$ cat config.mk
export PLATFORM = sky130hd
export DESIGN_NAME = ahb3lite_interconnect_master_port
export DESIGN_NICKNAME = d
export VERILOG_FILES = /design/src/rtl/ahb3lite_interconnect_master_port.sv
export SDC_FILE = /design/constraint.sdc
export NUM_CORES = 1
export LEC_CHECK = 0
export CAP_MARGIN = 30
export CORE_AREA = 2 2 389 391
export CTS_CLUSTER_DIAMETER = 30
export DETAILED_ROUTE_END_ITERATION = 7
export DIE_AREA = 0 0 391 393
export GPL_TIMING_DRIVEN = 0
export HOLD_SLACK_MARGIN = 0.12
export PLACE_DENSITY = 0.3
export SLEW_MARGIN = 15
export SYNTH_ARGS = -nofsm -noshare
export SYNTH_HDL_FRONTEND = slang
export SYNTH_SLANG_ARGS = --single-unit
$ cat constraint.sdc
create_clock -name HCLK -period 3.2 [get_ports HCLK]
set_input_delay 0.32 -clock HCLK [delete_from_list [all_inputs] [get_ports HCLK]]
set_output_delay 0.32 -clock HCLK [all_outputs]
set_load 0.02 [all_outputs]
$ cat src/rtl/ahb3lite_interconnect_master_port.sv
// Purpose: master-facing port of the AHB3-Lite multi-layer switch; decodes, holds and routes transfers.
// Latency: zero-cycle pass-through when the target slave port grants; otherwise one or more stall cycles.
// Backpressure: HREADYOUT low while a held address phase waits for a grant, and during the first ERROR cycle.
module ahb3lite_interconnect_master_port #(
  parameter int HADDR_SIZE = 32,
  parameter int HDATA_SIZE = 32,
  parameter int SLAVES     = 8
) (
  input  logic                           HCLK,
  input  logic                           HRESETn,

  // master side
  input  logic                           HSEL,
  input  logic [HADDR_SIZE-1:0]          HADDR,
  input  logic [HDATA_SIZE-1:0]          HWDATA,
  output logic [HDATA_SIZE-1:0]          HRDATA,
  input  logic                           HWRITE,
  input  logic [2:0]                     HSIZE,
  input  logic [2:0]                     HBURST,
  input  logic [3:0]                     HPROT,
  input  logic [1:0]                     HTRANS,
  input  logic                           HMASTLOCK,
  input  logic                           HREADY,
  output logic                           HREADYOUT,
  output logic                           HRESP,

  // address map, one base/mask pair per slave port
  input  logic [SLAVES*HADDR_SIZE-1:0]   slvHADDRbase,
  input  logic [SLAVES*HADDR_SIZE-1:0]   slvHADDRmask,

  // slave-port side
  output logic [SLAVES-1:0]              slvHSEL,
  output logic [HADDR_SIZE-1:0]          slvHADDR,
  output logic [HDATA_SIZE-1:0]          slvHWDATA,
  input  logic [SLAVES*HDATA_SIZE-1:0]   slvHRDATA,
  output logic                           slvHWRITE,
  output logic [2:0]                     slvHSIZE,
  output logic [2:0]                     slvHBURST,
  output logic [3:0]                     slvHPROT,
  output logic [1:0]                     slvHTRANS,
  output logic                           slvHMASTLOCK,
  output logic                           slvHREADY,
  input  logic [SLAVES-1:0]              slvHREADYOUT,
  input  logic [SLAVES-1:0]              slvHRESP,
  input  logic [SLAVES-1:0]              granted,
  output logic [SLAVES-1:0]              can_switch
);

  localparam int SW = (SLAVES > 1) ? $clog2(SLAVES) : 1;

  localparam logic [1:0] HTRANS_IDLE   = 2'b00;
  localparam logic [1:0] HTRANS_BUSY   = 2'b01;
  localparam logic [1:0] HTRANS_NONSEQ = 2'b10;
  localparam logic [1:0] HTRANS_SEQ    = 2'b11;

  typedef enum logic [2:0] {
    ST_IDLE,
    ST_PENDING,
    ST_DATA,
    ST_ERR1,
    ST_ERR2
  } state_t;

  state_t r_state;
  state_t w_state_nxt;

  // data-phase owner
  logic [SW-1:0]         r_dsel;

  // holding register for a stalled address phase
  logic [SW-1:0]         r_hold_sel;
  logic [HADDR_SIZE-1:0] r_hold_addr;
  logic                  r_hold_write;
  logic [2:0]            r_hold_size;
  logic [2:0]            r_hold_burst;
  logic [3:0]            r_hold_prot;
  logic [1:0]            r_hold_trans;
  logic                  r_hold_lock;

  // unpacked views of the flattened per-slave buses
  logic [HADDR_SIZE-1:0] w_base  [SLAVES];
  logic [HADDR_SIZE-1:0] w_mask  [SLAVES];
  logic [HDATA_SIZE-1:0] w_rdata [SLAVES];
  logic [SLAVES-1:0]     w_hit;

  logic [SW-1:0]         w_tgt;
  logic                  w_map;
  logic                  w_access;
  logic                  w_tgt_go;
  logic                  w_hold_go;
  logic                  w_accept;
  logic                  w_pass;
  logic                  w_capture;
  logic                  w_live_hold;
  logic                  w_reg_hold;

  genvar g;
  generate
    for (g = 0; g < SLAVES; g++) begin : g_unpack
      assign w_base[g]  = slvHADDRbase[g*HADDR_SIZE +: HADDR_SIZE];
      assign w_mask[g]  = slvHADDRmask[g*HADDR_SIZE +: HADDR_SIZE];
      assign w_rdata[g] = slvHRDATA[g*HDATA_SIZE +: HDATA_SIZE];
      assign w_hit[g]   = ((HADDR ^ w_base[g]) & w_mask[g]) == '0;
    end
  endgenerate

  assign w_map     = |w_hit;
  assign w_access  = HSEL & HREADY & HTRANS[1];
  assign w_tgt_go  = granted[w_tgt] & slvHREADYOUT[w_tgt];
  assign w_hold_go = granted[r_hold_sel] & slvHREADYOUT[r_hold_sel];
  assign slvHWDATA = HWDATA;

  // Priority decode of the live address: the lowest matching slave index wins.
  always_comb begin
    w_tgt = '0;
    for (int s = SLAVES - 1; s >= 0; s--) begin
      if (w_hit[s]) w_tgt = SW'(s);
    end
  end

  // State register.
  always_ff @(posedge HCLK) begin
    if (!HRESETn) r_state <= ST_IDLE;
    else          r_state <= w_state_nxt;
  end

  // Next state and master-side response; w_accept marks cycles in which a new address phase may be taken.
  always_comb begin
    w_state_nxt = r_state;
    HREADYOUT   = 1'b1;
    HRESP       = 1'b0;
    HRDATA      = '0;
    w_accept    = 1'b0;
    w_pass      = 1'b0;
    w_capture   = 1'b0;

    case (r_state)
      ST_IDLE: begin
        w_accept = 1'b1;
      end
      ST_PENDING: begin
        HREADYOUT = 1'b0;
        if (w_hold_go) w_state_nxt = ST_DATA;
      end
      ST_DATA: begin
        HREADYOUT = slvHREADYOUT[r_dsel];
        HRESP     = slvHRESP[r_dsel];
        HRDATA    = w_rdata[r_dsel];
        w_accept  = slvHREADYOUT[r_dsel];
      end
      ST_ERR1: begin
        HREADYOUT   = 1'b0;
        HRESP       = 1'b1;
        w_state_nxt = ST_ERR2;
      end
      ST_ERR2: begin
        HRESP    = 1'b1;
        w_accept = 1'b1;
      end
      default: begin
        w_state_nxt = ST_IDLE;
      end
    endcase

    if (w_accept) begin
      if (!w_access) begin
        w_state_nxt = ST_IDLE;
      end else if (!w_map) begin
        w_state_nxt = ST_ERR1;
      end else if (w_tgt_go) begin
        w_pass      = 1'b1;
        w_state_nxt = ST_DATA;
      end else begin
        w_capture   = 1'b1;
        w_state_nxt = ST_PENDING;
      end
    end
  end

  // Data-phase owner: set when an address phase is actually handed to a slave port.
  always_ff @(posedge HCLK) begin
    if (!HRESETn) begin
      r_dsel <= '0;
    end else if (w_pass) begin
      r_dsel <= w_tgt;
    end else if (r_state == ST_PENDING && w_hold_go) begin
      r_dsel <= r_hold_sel;
    end
  end

  // Holding register: captures the address phase whose target has not granted yet.
  always_ff @(posedge HCLK) begin
    if (!HRESETn) begin
      r_hold_sel   <= '0;
      r_hold_addr  <= '0;
      r_hold_write <= 1'b0;
      r_hold_size  <= '0;
      r_hold_burst <= '0;
      r_hold_prot  <= '0;
      r_hold_trans <= HTRANS_IDLE;
      r_hold_lock  <= 1'b0;
    end else if (w_capture) begin
      r_hold_sel   <= w_tgt;
      r_hold_addr  <= HADDR;
      r_hold_write <= HWRITE;
      r_hold_size  <= HSIZE;
      r_hold_burst <= HBURST;
      r_hold_prot  <= HPROT;
      r_hold_trans <= HTRANS;
      r_hold_lock  <= HMASTLOCK;
    end
  end

  // Slave-side address/control: held copy while pending (SEQ restarts as NONSEQ there), live bus otherwise.
  always_comb begin
    slvHSEL      = '0;
    slvHADDR     = HADDR;
    slvHWRITE    = HWRITE;
    slvHSIZE     = HSIZE;
    slvHBURST    = HBURST;
    slvHPROT     = HPROT;
    slvHTRANS    = HTRANS;
    slvHMASTLOCK = HMASTLOCK;
    slvHREADY    = HREADY;

    if (r_state == ST_PENDING) begin
      slvHSEL[r_hold_sel] = 1'b1;
      slvHADDR            = r_hold_addr;
      slvHWRITE           = r_hold_write;
      slvHSIZE            = r_hold_size;
      slvHBURST           = r_hold_burst;
      slvHPROT            = r_hold_prot;
      slvHTRANS           = (r_hold_trans == HTRANS_SEQ) ? HTRANS_NONSEQ : r_hold_trans;
      slvHMASTLOCK        = r_hold_lock;
      slvHREADY           = 1'b1;
    end else if (w_pass) begin
      slvHSEL[w_tgt] = 1'b1;
    end
  end

  assign w_live_hold = HSEL & w_map &
                       (HMASTLOCK | (HTRANS == HTRANS_SEQ) | (HTRANS == HTRANS_BUSY));
  assign w_reg_hold  = (r_state == ST_PENDING) &
                       (r_hold_lock | (r_hold_trans == HTRANS_SEQ) | (r_hold_trans == HTRANS_BUSY));

  // A slave port must not re-arbitrate away while this master is mid-burst or locked on it.
  always_comb begin
    can_switch = '1;
    if (w_live_hold) can_switch[w_tgt]      = 1'b0;
    if (w_reg_hold)  can_switch[r_hold_sel] = 1'b0;
  end

endmodule

==> impl.org, run 1 <==
** Route
- Routed wire length :: 130000 µm
- The final route contains ~14000 vias.
- In this run the remaining antenna-violating nets after routing total 0.
- Length of the first detailed-routing pass in iterations :: 7
- For this block, the initial DRC count from the detailed router was 703.
- DRC violations left :: 0
- In the routed layout, each cell is associated on average with a via count of 3.36.
- Drt wl/cell :: 31.2 µm

** Clocking
- Cell chosen for the clock root :: sky130_fd_sc_hd__clkbuf_16
- Max Root-Sink Buffers :: 2
- TritonCTS clock tree :: built
- After clock tree synthesis, the flow added hold-fix buffers numbering 0.
- For the worst-skew pair, the clock arrives at the later sink with an insertion delay of 0.35 ns.
- Clock slew seen by the registers of the worst setup and hold paths :: 0.08 ns
- Clock Sinks :: 55
- H-Tree Depth :: 2
- CTS buffer count :: 5

** STA
- Hold WS :: 0.286 ns
- Setup slack on the critical path of the routed design comes to -0.734 ns.
- The number of hold-slack violations in the final timing report came to 0.
- Total setup violations reported at the end of the flow :: 69
- Headroom to the max-slew limit :: 0.384
- Worst Clk Skew :: between 0.015 and 0.02 ns
- Worst Max-Slew Pin Slew :: 0.924 ns
- RSZ-0062 raised after global routing :: yes
- Shortest clock period the worst path allows after layout :: about 4 ns
- Top achievable clock speed :: ~250 MHz
- Dividing the final minimum period by the clock period gives 1.23.
- The final max-slew violation count came to 0.

** Floorplanning
- The floorplan step defined a core boundary enclosing roughly 150000 µm².
- The die is slightly below 400 µm wide.
- The floorplan step set the die height to slightly below 400 µm.
- The die covers ~150000 µm².
- Std-Cell Rows :: 142
- Effective utilization at floorplan :: 0.0651
- 1003 I/O pins were placed.

** Worst setup path
- Worst-case register-to-register setup slack :: 0.39 ns
- Maximum fanout along the worst path :: 8
- Worst setup path startpoint :: slvHADDRbase[198]
- For this design, the slowest cell found on the critical path is sky130_fd_sc_hd__or4_4.
- On the worst path, the slowest cell contributes a delay of 0.56 ns.
- In this run the critical register-to-register path is launched from r_dsel[0].
- Counting stages on the worst path, the most repeated cell is sky130_fd_sc_hd__buf_6.
- Classification of the worst setup path :: input port to output port
- STA classifies the critical path startpoint as an input port.
- Worst Setup End Kind :: output port
- Counting both buffers and inverters, the worst setup path holds a total of 5.
- Data required, critical path :: 2.88 ns
- Data arrival time of the critical path :: 3.61 ns
- The critical path goes through clkdlybuf4s50_1 -> xor2_1 -> a22oi_1 -> nand4_1 -> buf_6 -> or4_4 -> buf_6 -> a2111oi_4 -> o311a_1 -> o32ai_4 -> o21ai_4 -> nor3_4 -> buf_6 -> a32o_2 -> buf_6.
- Family with the most delay on the worst path :: compound AO/OA/AOI/OAI gates

** Placed design
- Port buffering added 938 buffers.
- Prior to clock tree synthesis, the placed netlist has a worst setup slack of -2.44 ns.
- Cell total after placement :: between 4000 and 5000
- Once placement finished, the instance area stood at 21800 µm².
- Once detailed placement completed, the half-perimeter wirelength came to between 100000 and 150000 µm.
- At the end of routability-driven placement, the weighted congestion stood at roughly 0.83.

** Finish
- Fraction of layout instances using a drive strength above 1 :: 0.200
- Across the whole layout, storage elements account for 1110 µm².
- The finished layout holds 4177 standard cells, fillers aside.
- Net count, final :: 3094
- The area growth from synthesis to layout is 150%.
- With fillers left out, the area of the finished cells amounts to 24300 µm².
- After filler insertion, the fill cell instance count of the layout stands at 16971.
- Summing all multi-input logic gate instances after layout gives approximately 9000 µm².

** Min path
- In this run the most critical hold path is launched from HADDR[0].
- The path class of the tightest hold or removal check is input port to flop.

** Synth
- Post-synthesis instance total :: 1163
- The commonest cells after synthesis are sky130_fd_sc_hd__xor2_1 (256), sky130_fd_sc_hd__nand2_1 (247), sky130_fd_sc_hd__a22oi_1 (128), sky130_fd_sc_hd__mux2i_1 (82), sky130_fd_sc_hd__mux4_2 (69).
- In the synthesized netlist the async set-or-reset flop fraction comes to 0.
- Of the post-synthesis cell area, the dominant cell type holds 0.231.
- Counting flops with a built-in enable in the synthesized netlist gives 0.
- After synthesis the cells add up to 9720 µm².
- In this run the mean area of a mapped cell was around 8.4 µm².
- Syn Nets :: 2037
- Yosys printed 0 warnings.
- Cells taking the most area after synthesis :: sky130_fd_sc_hd__xor2_1 (23%), sky130_fd_sc_hd__mux4_2 (16%), sky130_fd_sc_hd__dfxtp_1 (11%)
- Of the total synthesized cell area, the portion taken by AND, OR, NAND and NOR gates is 0.179.
- Seq/Total Area, Yosys :: 0.113
- Most frequent cell after synthesis :: sky130_fd_sc_hd__xor2_1
- Cell taking the most area after synthesis :: sky130_fd_sc_hd__xor2_1
- The netlist uses 67 different library cells.
- Proportion of synthesized area in mux cells :: 0.249
- Dominant combinational cell family by area after synthesis :: multiplexers
- After synthesis the netlist holds a flip-flop and latch count of 55.
- Adder and majority gate portion of the synthesized area :: 0
- The synthesized-area fraction occupied by ao, oa, aoi and oai cells was 0.147.
- Of the total synthesized cell area, the portion taken by XOR and XNOR cells is 0.231.
- In the synthesized netlist the dominant register cell turns out to be sky130_fd_sc_hd__dfxtp_1.

** Global route
- Global routing usage summed across all routing layers :: 0.161
- Initial antenna violation count :: 103
- Pin count of the biggest net entering global routing :: 21
- After global routing the overflow that remains totals 0.
- The first global-routing pass estimated 159000 µm of wire.
- Vias in the first global route :: 14441

** Flow run
- Reported max-cap violation count :: 0

** Pwr
- Summed over all cells, the static leakage comes to 0.00937 µW.
- Pwr dens :: 172 nW/µm²
- The worst-case IR drop observed on VDD is around 220 µV.

** Outcome
- Run status :: finished, violations left
- Violations in the final reports :: setup timing
==> sequential cells by signal, summed over array words and instances, names as in the netlist <==
register,count
r_hold_addr,32
r_hold_prot,4
r_dsel,3
r_hold_burst,3
r_hold_sel,3
r_hold_size,3
r_state,3
r_hold_trans,2
r_hold_lock,1
r_hold_write,1
==> stage by stage <==
step | setup TNS [ns] | power (µW) | util
6_report | -31.78 | 4170 | 0.163
3_5_place_dp | -177.51 | 3350 | 0.146
2_1_floorplan | 0 | 1520 | -
5_1_grt | -37.92 | 4400 | 0.163
4_1_cts | -28.62 | 4210 | 0.158
3_3_place_gp | -231.08 | 3340 | 0.145
==> cell usage in the layout (no fill, tap or decap), drive strengths merged, types with 34 or more instances in the layout <==
| cell type | instances |
|---|---|
| a22oi | 128 |
| clkbuf | 44 |
| buf | 211 |
| xor2 | 256 |
| nand2 | 247 |
| dfxtp | 55 |
| mux4 | 69 |
| nand4 | 34 |
| mux2i | 82 |
| dlygate4sd2 | 62 |
| nor2 | 51 |
| clkdlybuf4s50 | 786 |
| dlymetal6s2s | 66 |
==> area by class of cell <==
class / instances / area share
repair buffers: 1055 / 0.440
multi-input cells: 985 / 0.361
well taps: 1944 / 0.100
flip-flops and latches: 55 / 0.0455
plain buffers: 114 / 0.0453
clock buffers: 5 / 0.00515
clock inverters: 3 / 0.00139
diodes: 12 / 0.00124
inverters: 4 / 0.000720
==> worst register-to-register path, cell delays in order (launching register included) <==
cell                        delay [ns]
sky130_fd_sc_hd__dfxtp_4          0.48
sky130_fd_sc_hd__mux4_2           0.53
sky130_fd_sc_hd__mux2i_1          0.26
sky130_fd_sc_hd__nor2_1           0.14
sky130_fd_sc_hd__o2111a_1         0.33
sky130_fd_sc_hd__and2_1           0.25
sky130_fd_sc_hd__o21a_4           0.17
sky130_fd_sc_hd__buf_12           0.15
sky130_fd_sc_hd__bufbuf_16        0.28
sky130_fd_sc_hd__o21a_1           0.16
==> report_power, final <==
group          internal (µW)  switching, µW  total [µW]
Clock                    305            385         690
Combinational           1530           1260        2790
Sequential               685           4.32         690
Total                   2520           1650        4170
==> cell families (layout without fill, tap and decap cells) <==
logic type	count (synthesis)	in the layout
compound gates	186	186
buf+inv	123	1181
other cells	0	12
flops	55	55
simple gates	388	388
xor+xnor	256	256
mux	155	155
==> routing by layer <==
layer / share of wire / GRT usage / up-vias
li1: - / - / 6287
met1: 0.41 / 0.196 / 6807
met2: 0.49 / 0.288 / 744
met3: 0.083 / 0.0483 / 172
met4: 0.015 / 0.0126 / 38
met5: 0.0016 / 0 / -
==> final timing paths <==
kind	cells after the start	endpoint
worst min register to register	2	r_hold_addr[12]
worst max register to register	9	r_hold_trans[1]
worst max-delay path	15	slvHSEL[6]
worst min-delay path	3	r_hold_addr[0]
==> what timing repair did <==
action / 4_1_cts / 5_1_grt
gates resized for setup: 398 / 135
setup endpoints to repair: 150 / 75
buffers inserted: 76 / 23
gates cloned: 5 / 1
hold endpoints to repair: 0 / 0
pin swaps: 98 / 78
(Power assumes the default switching activity.)
==> inputs of run 2 (changes only) <==
--- a/config.mk
+++ b/config.mk
@@ -5,9 +5,9 @@
 export SDC_FILE = /design/constraint.sdc
 export NUM_CORES = 1
 export LEC_CHECK = 0
-export CAP_MARGIN = 30
 export CORE_AREA = 2 2 389 391
 export CTS_CLUSTER_DIAMETER = 30
+export CTS_CLUSTER_SIZE = 10
 export DETAILED_ROUTE_END_ITERATION = 7
 export DIE_AREA = 0 0 391 393
 export GPL_TIMING_DRIVEN = 0
==> run 2 against run 1 <==
Net effect:
- the run still ends with setup timing left
- clock power down 2%
- global-route usage about the same
- final area down 2.1%
- critical path type unchanged
- largest power group unchanged
==> impl.org, run 2 (synthesized netlist as in run 1, its figures left out) <==
** Outcome
- The flow ran to the end, but the final reports show violations.
- The final reports fail on setup timing.

** Global route
- Pin count of the biggest net entering global routing :: 21 (unchanged)
- The total routing usage reported by global routing came to 0.161 (-0.000419).
- Initial antenna violation count :: 104 (+0.97%)
- Vias in the first global route :: 14452 (+0.076%)
- Overflow after GRT :: 0 (unchanged)
- First-pass GRT wire length :: 159000 µm (about the same)

** Floorplanning
- The number of cell rows is 142 (unchanged).
- Die Area :: 154000 µm² (unchanged)
- The width of the die was 391 µm (unchanged).
- The chip height came to 393 µm (unchanged).
- The effective utilization at floorplan came to 0.0651 (unchanged).
- The number of placed I/O pins is 1003 (unchanged).
- The area of the core region was 149000 µm² (unchanged).

** Route
- Drt wl/cell :: 31.1 µm (-0.37%)
- Length of the first detailed-routing pass in iterations :: 4 (-3)
- The mean number of vias per cell is 3.31 (-1.7%).
- Number of antenna-violating nets in the routed design :: 0 (unchanged)
- The number of violations reported at the end of detailed-routing iteration 0 came to 603 (-14%).
- DRC violations left :: 0 (unchanged)
- The via count came to 13778 (-1.9%).
- Routed wire length :: 129000 µm (-0.59%)

** Worst setup path
- Worst-case register-to-register setup slack :: 0.45 ns (+0.06 ns)
- Number of cells on the critical path :: 13 (-2)
- Family with the most delay on the worst path :: buffers and inverters
- Worst setup path startpoint :: slvHADDRmask[131]
- The worst register-to-register path ends at r_hold_addr[12].
- Worst reg2reg startpoint :: r_dsel[0]
- CP endpoint :: slvHSEL[3]
- The data required time at the worst endpoint came to 2.88 ns (about the same).
- Cell chain of the critical path :: clkdlybuf4s50_1 -> a22oi_1 -> nand4_1 -> buf_4 -> or4_4 -> nand3_2 -> o221a_4 -> mux2_4 -> o21ai_4 -> nor3_4 -> buf_6 -> a31o_4 -> buf_6
- The longest individual stage delay on the worst path came to 0.66 ns (+0.10 ns).
- On the critical path, the stage with the largest delay is an instance of sky130_fd_sc_hd__or4_4.
- Nature of the critical path startpoint :: input port
- The largest fanout on the critical path was 8 (unchanged).
- Worst Reg2Reg Path Length in Cells :: 10 (+1)
- STA classifies the critical path endpoint as an output port.
- Classification of the worst setup path :: input port to output port
- Data arrival time of the critical path :: 3.59 ns (-0.02 ns)
- The number of buffers and inverters on the critical path was 4 (-1).
- Dominant cell type by count on the critical path :: sky130_fd_sc_hd__buf_6

** STA
- The worst-case clock skew came to 0.00989 ns (-0.00610 ns).
- The slew at the pin closest to its max-slew limit came to 0.867 ns (-0.0580 ns).
- Shortest clock period the worst path allows after layout :: 3.91 ns (-0.0274 ns)
- RSZ-0062 raised after global routing :: yes
- The setup slack after layout came to -0.707 ns (+0.0274 ns).
- The number of hold-slack violations in the final timing report was 0 (unchanged).
- The maximum clock rate is 256 MHz (+0.70%).
- Final clock period utilization by the worst path :: 1.22 (-0.00856)
- Final-report max-slew violation count :: 0 (unchanged)
- The worst slew margin relative to its limit came to 0.422 (+0.0387).
- Total setup violations reported at the end of the flow :: 67 (-2.9%)

** Pwr
- Switching share of total power :: 0.394 (-0.00199)
- The leakage power was 0.00870 µW (-7.1%).
- Switching power summed over all nets :: 1630 µW (-1.5%)
- The highest ir drop seen on vdd is 208 µV (-6.1%).
- The combinational share of power came to 0.669 (about the same).
- Clock group share of total power :: 0.164 (about the same)
- The internal power is 2500 µW (-0.65%).
- Pwr dens :: 174 nW/µm² (+1.2%)
- Share of power burned in registers :: 0.167 (+0.002)

** Clocking
- The H-tree depth was 2 (unchanged).
- The clock-pin slew of the registers on the worst-case setup and hold paths is 0.10 ns (+0.02 ns).
- The worst-skew pair later-pin latency came to 0.34 ns (about the same).
- Max Root-Sink Buffers :: 2 (unchanged)
- TritonCTS clock tree :: built
- CTS buffer count :: 5 (unchanged)
- In this run the clock root is driven by a sky130_fd_sc_hd__clkbuf_16.
- The total number of clock tree sinks came to 55 (unchanged).

** Placed design
- The number of I/O port buffers came to 938 (unchanged).
- The area after detailed placement came to 21700 µm² (-0.57%).
- The final RePlAce weighted congestion came to 0.834 (unchanged).
- Cell total after placement :: 4046 (-0.30%)
- Detailed Place HPWL :: 113000 µm (-0.50%)

** Finish
- Most frequent standard cell in the layout excluding fill and tap cells :: sky130_fd_sc_hd__clkdlybuf4s50_1
- Final design instance area without fill :: 23800 µm² (-2.1%)
- In the layout the commonest cells are sky130_fd_sc_hd__clkdlybuf4s50_1 (837), sky130_fd_sc_hd__nand2_1 (247), sky130_fd_sc_hd__xor2_1 (232), sky130_fd_sc_hd__buf_4 (114), sky130_fd_sc_hd__a22oi_1 (98).
- The flip-flop count of the largest register after layout is 32 (unchanged).
- Regs by FF count :: r_hold_addr: 32 flops, r_hold_prot: 4 flops
- Number of standard cells in the layout, taps in and fillers out :: 4168 (-0.22%)
- Net count, final :: 3082 (-0.39%)
- Fraction of layout instances using a drive strength above 1 :: 0.185 (-0.0157)
- Synth-to-layout area growth :: 145%
- Register with the most flip-flops :: r_hold_addr

** Min path
- The worst hold path belongs to the class input port to flop.

** Flow run
- Reported max-cap violation count :: 0 (unchanged)
run 2: changes by cell type in the layout (fill, tap and decap cells not counted), moves of 7 or more:
cell / previous run / this run
sky130_fd_sc_hd__xor2_2: 27 / 17
sky130_fd_sc_hd__buf_6: 63 / 49
sky130_fd_sc_hd__xor2_1: 223 / 232
sky130_fd_sc_hd__dlymetal6s2s_1: 66 / 14
sky130_fd_sc_hd__clkdlybuf4s50_1: 786 / 837
sky130_fd_sc_hd__buf_4: 107 / 114
run 2: timing repair:
action | in CTS | in global routing
gates cloned | 4 | 1
gates resized for setup | 364 | 52
hold buffers | 0 | 0
pin swaps | 102 | 38
setup buffers | 76 | 21
setup endpoints to repair | 151 | 106
run 2: layout make-up:
class | instances | area (µm²)
Multi-Input combinational cell | 985 | 8590
Antenna cell | 15 | 37.5
Buffer | 116 | 1070
Inverter | 4 | 15.0
Timing Repair Buffer | 1041 | 10400
Sequential cell | 55 | 1110
Clock inverter | 3 | 33.8
Tap cell | 1944 | 2430
Fill cell | 16986 | 125000
Clock buffer | 5 | 125
run 2: layer usage:
| layer | vias up | track usage | wire length (µm) |
|---|---|---|---|
| met1 | 6671 | 0.197 | 54400 |
| li1 | 6265 | - | - |
| met5 | - | 0 | 218 |
| met3 | 154 | 0.0472 | 9700 |
| met4 | 40 | 0.00562 | 1040 |
| met2 | 648 | 0.289 | 64100 |
run 2: how the worst min path moves through the flow:
| stage | start | end | slack (ns) | cells after the start |
|---|---|---|---|---|
| after floorplan | r_hold_addr[0] | r_hold_addr[0] | 0.43 | 2 |
| after global placement | r_hold_prot[0] | r_hold_prot[0] | 0.45 | 2 |
| after detailed placement | r_hold_addr[29] | r_hold_addr[29] | 0.45 | 2 |
| after CTS | HADDR[11] | r_hold_addr[11] | 0.28 | 3 |
| after global routing | HADDR[11] | r_hold_addr[11] | 0.30 | 3 |
| final | HADDR[11] | r_hold_addr[11] | 0.30 | 3 |
run 2: power by group through the flow:
stage | registers [µW] | logic, µW | clock network, µW
3_5_place_dp | 705 | 2630 | 0
5_1_grt | 690 | 2940 | 742
3_3_place_gp | 704 | 2640 | 0
2_1_floorplan | 703 | 815 | 0
6_report | 689 | 2760 | 677
4_1_cts | 690 | 2800 | 732
run 2: worst register-to-register path, delay by kind of cell, from the launching register on:
family	cells	cell delay [ns]
AND/OR/NAND/NOR	2	0.37
buffers and inverters	3	0.43
multiplexers	3	0.87
AO/OA/AOI/OAI	2	0.50
flip-flops	1	0.46
run 2: through the flow:
step	total power (µW)	worst slack [ns]	TNS [ns]	util	hold WS [ns]
after floorplan	1520	0.00123	0	-	0.435
after global placement	3340	-2.92	-231.08	0.145	0.445
after CTS	4220	-0.671	-24.52	0.157	0.281
after global routing	4370	-0.752	-35.36	0.159	0.297
final	4130	-0.707	-31.18	0.159	0.299
after detailed placement	3340	-2.96	-202.79	0.145	0.447
==> inputs of run 3 (changes only) <==
--- a/config.mk
+++ b/config.mk
@@ -13,7 +13,6 @@
 export GPL_TIMING_DRIVEN = 0
 export HOLD_SLACK_MARGIN = 0.12
 export PLACE_DENSITY = 0.3
-export SLEW_MARGIN = 15
 export SYNTH_ARGS = -nofsm -noshare
 export SYNTH_HDL_FRONTEND = slang
 export SYNTH_SLANG_ARGS = --single-unit
==> run 3 against run 2 <==
Net effect:
- the run still ends with setup timing left
- non-clock buffer count rose by 17
- clock skew about the same
- sequential power about the same
- clock power hardly changed
- critical path type unchanged
- critical endpoint is now slvHSEL[6]
==> impl.org, run 3 (synthesized netlist as in run 1, its figures left out) <==
** Worst setup path
- STA classifies the critical path startpoint as an input port.
- Traced cell by cell, the critical path runs through buf_16 -> xor2_1 -> a22oi_2 -> nand4_1 -> or4_4 -> nand3_2 -> o221a_4 -> mux2_4 -> o21ai_4 -> nor3_4 -> buf_6 -> a32o_2 -> buf_6.
- The length in cells of the worst reg-to-reg path came to 10 (unchanged).
- Worst reg2reg startpoint :: r_dsel[0]
- Worst Setup End Kind :: output port
- The critical path is of the input port to output port type.
- The worst path arrival time came to 3.57 ns (-0.02 ns).
- Worst-case register-to-register setup slack :: 0.47 ns (+0.02 ns)
- Slowest stage cell, crit path :: sky130_fd_sc_hd__or4_4
- The worst register-to-register path ends at r_hold_size[0].
- Maximum fanout along the worst path :: 8 (unchanged)
- The longest individual stage delay on the worst path was 0.68 ns (+0.02 ns).
- Dominant cell type by count on the critical path :: sky130_fd_sc_hd__buf_6
- Data required, critical path :: 2.88 ns (about the same)
- Worst setup path startpoint :: HADDR[26]

** Floorplanning
- Die Area :: 154000 µm² (unchanged)
- The number of placed I/O pins was 1003 (unchanged).
- The number of cell rows is 142 (unchanged).
- The chip height is 393 µm (unchanged).
- Effective utilization at floorplan :: 0.0651 (unchanged)
- The width of the die was 391 µm (unchanged).
- Core box area :: 149000 µm² (unchanged)

** Finish
- The flip-flop count of the largest register after layout was 32 (unchanged).
- Net count, final :: 3099 (+0.55%)
- Regs by FF count :: r_hold_addr: 32 flops, r_hold_prot: 4 flops
- The core utilization of the finished layout came to 0.164 (+0.00412).
- Counting flops per register, the top entry is r_hold_addr.
- The share of layout cells above drive strength 1 was 0.208 (+0.0228).
- Most frequent cells in the layout :: sky130_fd_sc_hd__clkdlybuf4s50_1 (806), sky130_fd_sc_hd__nand2_1 (245), sky130_fd_sc_hd__xor2_1 (221), sky130_fd_sc_hd__buf_4 (118), sky130_fd_sc_hd__a22oi_1 (90)
- Number of standard cells in the layout, taps in and fillers out :: 4189 (+0.50%)
- Synth-to-layout area growth :: 151%
- Most frequent standard cell in the layout excluding fill and tap cells :: sky130_fd_sc_hd__clkdlybuf4s50_1

** Placed design
- Detailed Place HPWL :: 113000 µm (about the same)
- The final RePlAce weighted congestion is 0.834 (unchanged).
- The number of I/O port buffers is 938 (unchanged).
- The placed cell count came to 4045 (-0.025%).

** Min path
- The cell depth of the worst hold path is 3 (unchanged).
- Endpoint with the worst hold slack :: r_hold_addr[0]
- Min-Delay Path Class :: input port to flop
- Beginning of the worst hold path :: HADDR[0]

** Clocking
- Clk Latency, worst-skew pair :: 0.34 ns (about the same)
- TritonCTS clock tree :: built
- CTS buffer count :: 5 (unchanged)
- Max Root-Sink Buffers :: 2 (unchanged)
- The total number of clock tree sinks was 55 (unchanged).
- H-Tree Depth :: 2 (unchanged)
- Clock slew seen by the registers of the worst setup and hold paths :: 0.08 ns (-0.02 ns)
- CTS placed an instance of sky130_fd_sc_hd__clkbuf_16 at the clock tree root.

** Route
- The via count was 14162 (+2.8%).
- Via density :: 3.38 (+2.3%)
- Routed wire length :: 130000 µm (+0.62%)
- Length of the first detailed-routing pass in iterations :: 5 (+1)
- Number of antenna-violating nets in the routed design :: 0 (unchanged)
- The number of violations reported at the end of detailed-routing iteration 0 is 659 (+9.3%).
- Drt wl/cell :: 31.1 µm (+0.12%)
- DRC violations left :: 0 (unchanged)

** STA
- The worst slew margin relative to its limit was 0.383 (-0.0397).
- The slew at the pin closest to its max-slew limit was 0.926 ns (+0.0595 ns).
- RSZ-0062 raised after global routing :: yes
- Hold WS :: 0.302 ns (+0.00386 ns)
- The setup slack after layout came to -0.695 ns (+0.0123 ns).
- Top achievable clock speed :: 257 MHz (+0.32%)
- Shortest clock period the worst path allows after layout :: 3.89 ns (-0.0123 ns)
- Final-report max-slew violation count :: 0 (unchanged)
- The worst-case clock skew was 0.0102 ns (+0.000285 ns).
- Final-report hold violation count :: 0 (unchanged)
- The count of final setup violators is 70 (+4.5%).
- Final clock period utilization by the worst path :: 1.22 (-0.00385)

** Outcome
- Violations in the final reports :: setup timing
- Run status :: finished, violations left

** Pwr
- Post-layout power :: 4200 µW (+1.6%)
- Static power due to leakage :: 0.00923 µW (+6.0%)
- The highest ir drop seen on vdd was 218 µV (+5.0%).
- Pwr dens :: 172 nW/µm² (-0.95%)

** Global route
- The global-route congestion overflow total is 0 (unchanged).
- First-pass GRT wire length :: 159000 µm (+0.10%)
- Pin count of the biggest net entering global routing :: 21 (unchanged)
- The via count of the first global-routing pass was 14436 (-0.11%).
- Global routing usage summed across all routing layers :: 0.161 (+0.000397)
- The initial antenna violation count was 113 (+8.7%).

** Flow run
- The number of max-cap violations was 0 (unchanged).
## run 3: final cells by class
cell class / count / area, µm²
tap: 1944 / 2430
fill: 16895 / 125000
inverter: 4 / 15.0
antenna: 19 / 47.5
clock inverter: 3 / 33.8
sequential: 55 / 1110
multi-input combinational: 985 / 8830
clock buffer: 5 / 125
buffer: 114 / 1140
timing repair buffer: 1060 / 10700
## run 3: per-stage QoR
stage          TNS [ns]  cell area, µm²  setup WS [ns]
3_3_place_gp    -231.08           21700          -2.92
4_1_cts          -27.31           23600         -0.681
6_report         -29.92           24400         -0.695
3_5_place_dp    -224.04           21700          -2.96
5_1_grt          -34.62           24400         -0.740
2_1_floorplan         0            9840        0.00123
## run 3: repair_timing
action,in CTS,in global routing
endpoints found under the setup margin,151,82
resized for setup,406,152
buffers inserted,92,27
hold buffers,0,0
gates cloned,5,0
pin swaps,102,79
## run 3: how the worst max path moves through the flow
stage	endpoint	slack, ns
finish	slvHSEL[6]	-0.69
global placement	slvHSEL[4]	-2.92
floorplan	slvHSEL[6]	0.001
CTS	slvHSEL[0]	-0.68
global route	slvHSEL[6]	-0.74
detailed placement	slvHSEL[5]	-2.96
## run 3: critical path: cells and delay by family
kind	cells	cell delay (ns)
buffers and inverters	3	0.41
AND/OR/NAND/NOR	4	1.12
AO/OA/AOI/OAI	4	1.20
multiplexers	1	0.34
XOR/XNOR	1	0.15
## run 3: metal layers
metal  vias up  global-route usage  part of all wire
met5         -                   0            0.0019
met4        42              0.0145             0.015
met3       183              0.0478             0.079
met2       724               0.286              0.49
met1      6897               0.197              0.41
li1       6316                   -                 -
## run 3: power breakdown
group	switching [µW]	internal (µW)	leakage, µW
Sequential	4.01	685	0.000445
Clock	375	305	0.0000773
Combinational	1280	1550	0.00871
==> edit (config.mk and constraints of run 3) <==
Set the parameter `HADDR_SIZE` to 16 (it was 32).
--- a/src/rtl/ahb3lite_interconnect_master_port.sv
+++ b/src/rtl/ahb3lite_interconnect_master_port.sv
@@ -3,5 +3,5 @@
 // Backpressure: HREADYOUT low while a held address phase waits for a grant, and during the first ERROR cycle.
 module ahb3lite_interconnect_master_port #(
-  parameter int HADDR_SIZE = 32,
+  parameter int HADDR_SIZE = 16,
   parameter int HDATA_SIZE = 32,
   parameter int SLAVES     = 8
Interface: changed (resized HADDR, slvHADDR, slvHADDRbase and slvHADDRmask); port bits go from 1003 to 715. The function was not compared with the original's and may differ.
==> edit against run 3 <==
The run still ends with setup timing left. Cell area shrank 27%. Register-to-register slack lost 650 ps. Setup slack gained 210 ps. Power shrank 31%. Routed wire length shrank 46%. Area after synthesis shrank 27%. Sequential cell count shrank 16. Via count shrank 33%. Largest cell class unchanged.
==> edit: results (changes against run 3) <==
| Metric | Value |
|---|---|
| Routed WL | 70900 um (was 130000 um) |
| Failing checks | setup timing (unchanged) |
| Status | finished with violations (unchanged) |
| Leak | 6.15 nW (was 9.23 nW) |
| Final Setup Violations | 50 (was 70) |
| Switching Share | 0.364 (was 0.396) |
| Top cells by area, synth | mux4_2 (22%), xor2_1 (16%), dfxtp_1 (11%), mux2i_1 (11%), nand2_1 (9.0%) (was xor2_1 (23%), mux4_2 (16%), dfxtp_1 (11%), a22oi_1 (9.9%), nand2_1 (9.5%)) |
| Global-route wire length before repair | 89300 um (was 159000 um) |
| Critical Path Fanout Max | 5 (was 8) |
| Placer congestion estimate | 0.794 (was 0.834) |
| Distinct cell type count after synthesis | 60 (was 67) |
| Iteration-0 DRC Markers | 415 (was 659) |
| Layout fillers | 17.2k (was 16.9k) |
| DR vias/cell | 2.71 (was 3.38) |
| Share of layout cells above drive strength 1 | 0.211 (was 0.208) |
| Final WS setup | -483 ps (was -695 ps) |
| Global Route Usage Sum | 0.0869 (was 0.161) |
| Top Registers | r_hold_addr: 16 flops, r_hold_prot: 4 flops (was r_hold_addr: 32 flops, r_hold_prot: 4 flops) |
| Worst Path Arrival | 3360 ps (was 3570 ps) |
| Seq/Total Area, Yosys | 0.110 (was 0.113) |
| Nets | 2155 (was 3099) |
| Largest net degree at the start of global routing | 13 (was 21) |
| Dpl cell area | 16200 um^2 (was 21700 um^2) |
| Setup crit start | slvHADDRbase[99] (was HADDR[26]) |
| Min-Delay Startpoint | HADDR[8] (was HADDR[0]) |
| CP max stage cell | clkdlybuf4s50_1 (was or4_4) |
| Initial antenna violation count | 24 (was 113) |
| Clk Latency, worst-skew pair | 300 ps (was 340 ps) |
| Post-detail-place hpwl | 61900 um (was 113000 um) |
| Final min period | 3680 ps (was 3890 ps) |
| Top cells by count, synth | nand2_1 (170), xor2_1 (128), mux2i_1 (76), mux4_2 (70), a22oi_1 (64) (was xor2_1 (256), nand2_1 (247), a22oi_1 (128), mux2i_1 (82), mux4_2 (69)) |
| I/O Buffers | 665 (was 938) |
==> edit: cell count changes after synthesis, sizes merged, moves of 6 or more <==
cell | run 3 | this run
a22oi | 128 | 64
nor4 | 11 | 4
a31o | 6 | 0
buf | 80 | 71
clkbuf | 39 | 27
dfxtp | 55 | 39
or4 | 9 | 0
nand2 | 247 | 170
nand4 | 34 | 16
xor2 | 256 | 128
nor2 | 51 | 60
mux2i | 82 | 76
==> edit: metal layers <==
metal	vias up	GRT usage	wire length, um
li1	4458	-	-
met1	4574	0.125	33900
met2	412	0.131	31400
met3	29	0.0241	5210
met4	18	0.0105	342
met5	-	0	109
==> edit: power groups by stage <==
stage | sequential (W) | clock (W) | combinational [W]
after floorplan | 0.000504 | 0 | 0.000577
after global routing | 0.000494 | 0.000573 | 0.00201
after CTS | 0.000493 | 0.000557 | 0.00189
final | 0.000493 | 0.000536 | 0.00188
after detailed placement | 0.000505 | 0 | 0.00177
after global placement | 0.000505 | 0 | 0.00177
==> edit: path summary, 6_finish.rpt <==
check	endpoint	depth (start not counted)	slack, ps
max	slvHSEL[1]	14	-480
min reg2reg	r_hold_addr[3]$_SDFFE_PN0P_	2	460
max reg2reg	r_hold_addr[9]$_SDFFE_PN0P_	12	-180
min	r_hold_addr[8]$_SDFFE_PN0P_	3	370
==> edit: final cells by class <==
class | instances | area (um^2) | share of cell area
Tap cell | 1944 | 2430 | 0.137
Buffer | 92 | 752 | 0.0424
Timing Repair Buffer | 728 | 7310 | 0.411
Sequential cell | 39 | 786 | 0.0443
Multi-Input combinational cell | 686 | 6320 | 0.356
Antenna cell | 7 | 17.5 | 0.000987
Clock inverter | 2 | 12.5 | 0.000705
Inverter | 1 | 3.75 | 0.000211
Clock buffer | 6 | 129 | 0.00726
==> edit: cell families (layout without fill, tap and decap cells) <==
family                    count (synthesis)  in the layout  synth area share
and+or+nand+nor                         290            290             0.177
muxes                                   149            149             0.335
xor gates and xnor gates                128            128             0.158
AOI/OAI and AO/OA                       119            119             0.126
buffers and inverters                    99            829            0.0934
DFF                                      39             39             0.110
other                                     0              7                 0
==> edit: per-stage QoR <==
stage,setup slack (ps),utilization,TNS [ps]
finish,-483,0.119,-15330
CTS,-438,0.117,-13280
global placement,-2760,0.108,-151070
floorplan,40.5,-,0
global route,-595,0.119,-24720
detailed placement,-2710,0.108,-150910
==> edit: timing repair <==
item / in CTS / in global routing
pin swaps: 55 / 19
gates resized for setup: 339 / 53
buffers inserted: 56 / 11
endpoints found under the setup margin: 98 / 67
cloned: 4 / 0
==> edit: worst reg2reg max path, delay by kind of cell, from the launching register on <==
family | cells | cell delay (ps)
AOI/OAI and AO/OA | 3 | 990
buffers and inverters | 4 | 790
DFF | 1 | 360
muxes | 3 | 890
and+or+nand+nor | 2 | 290
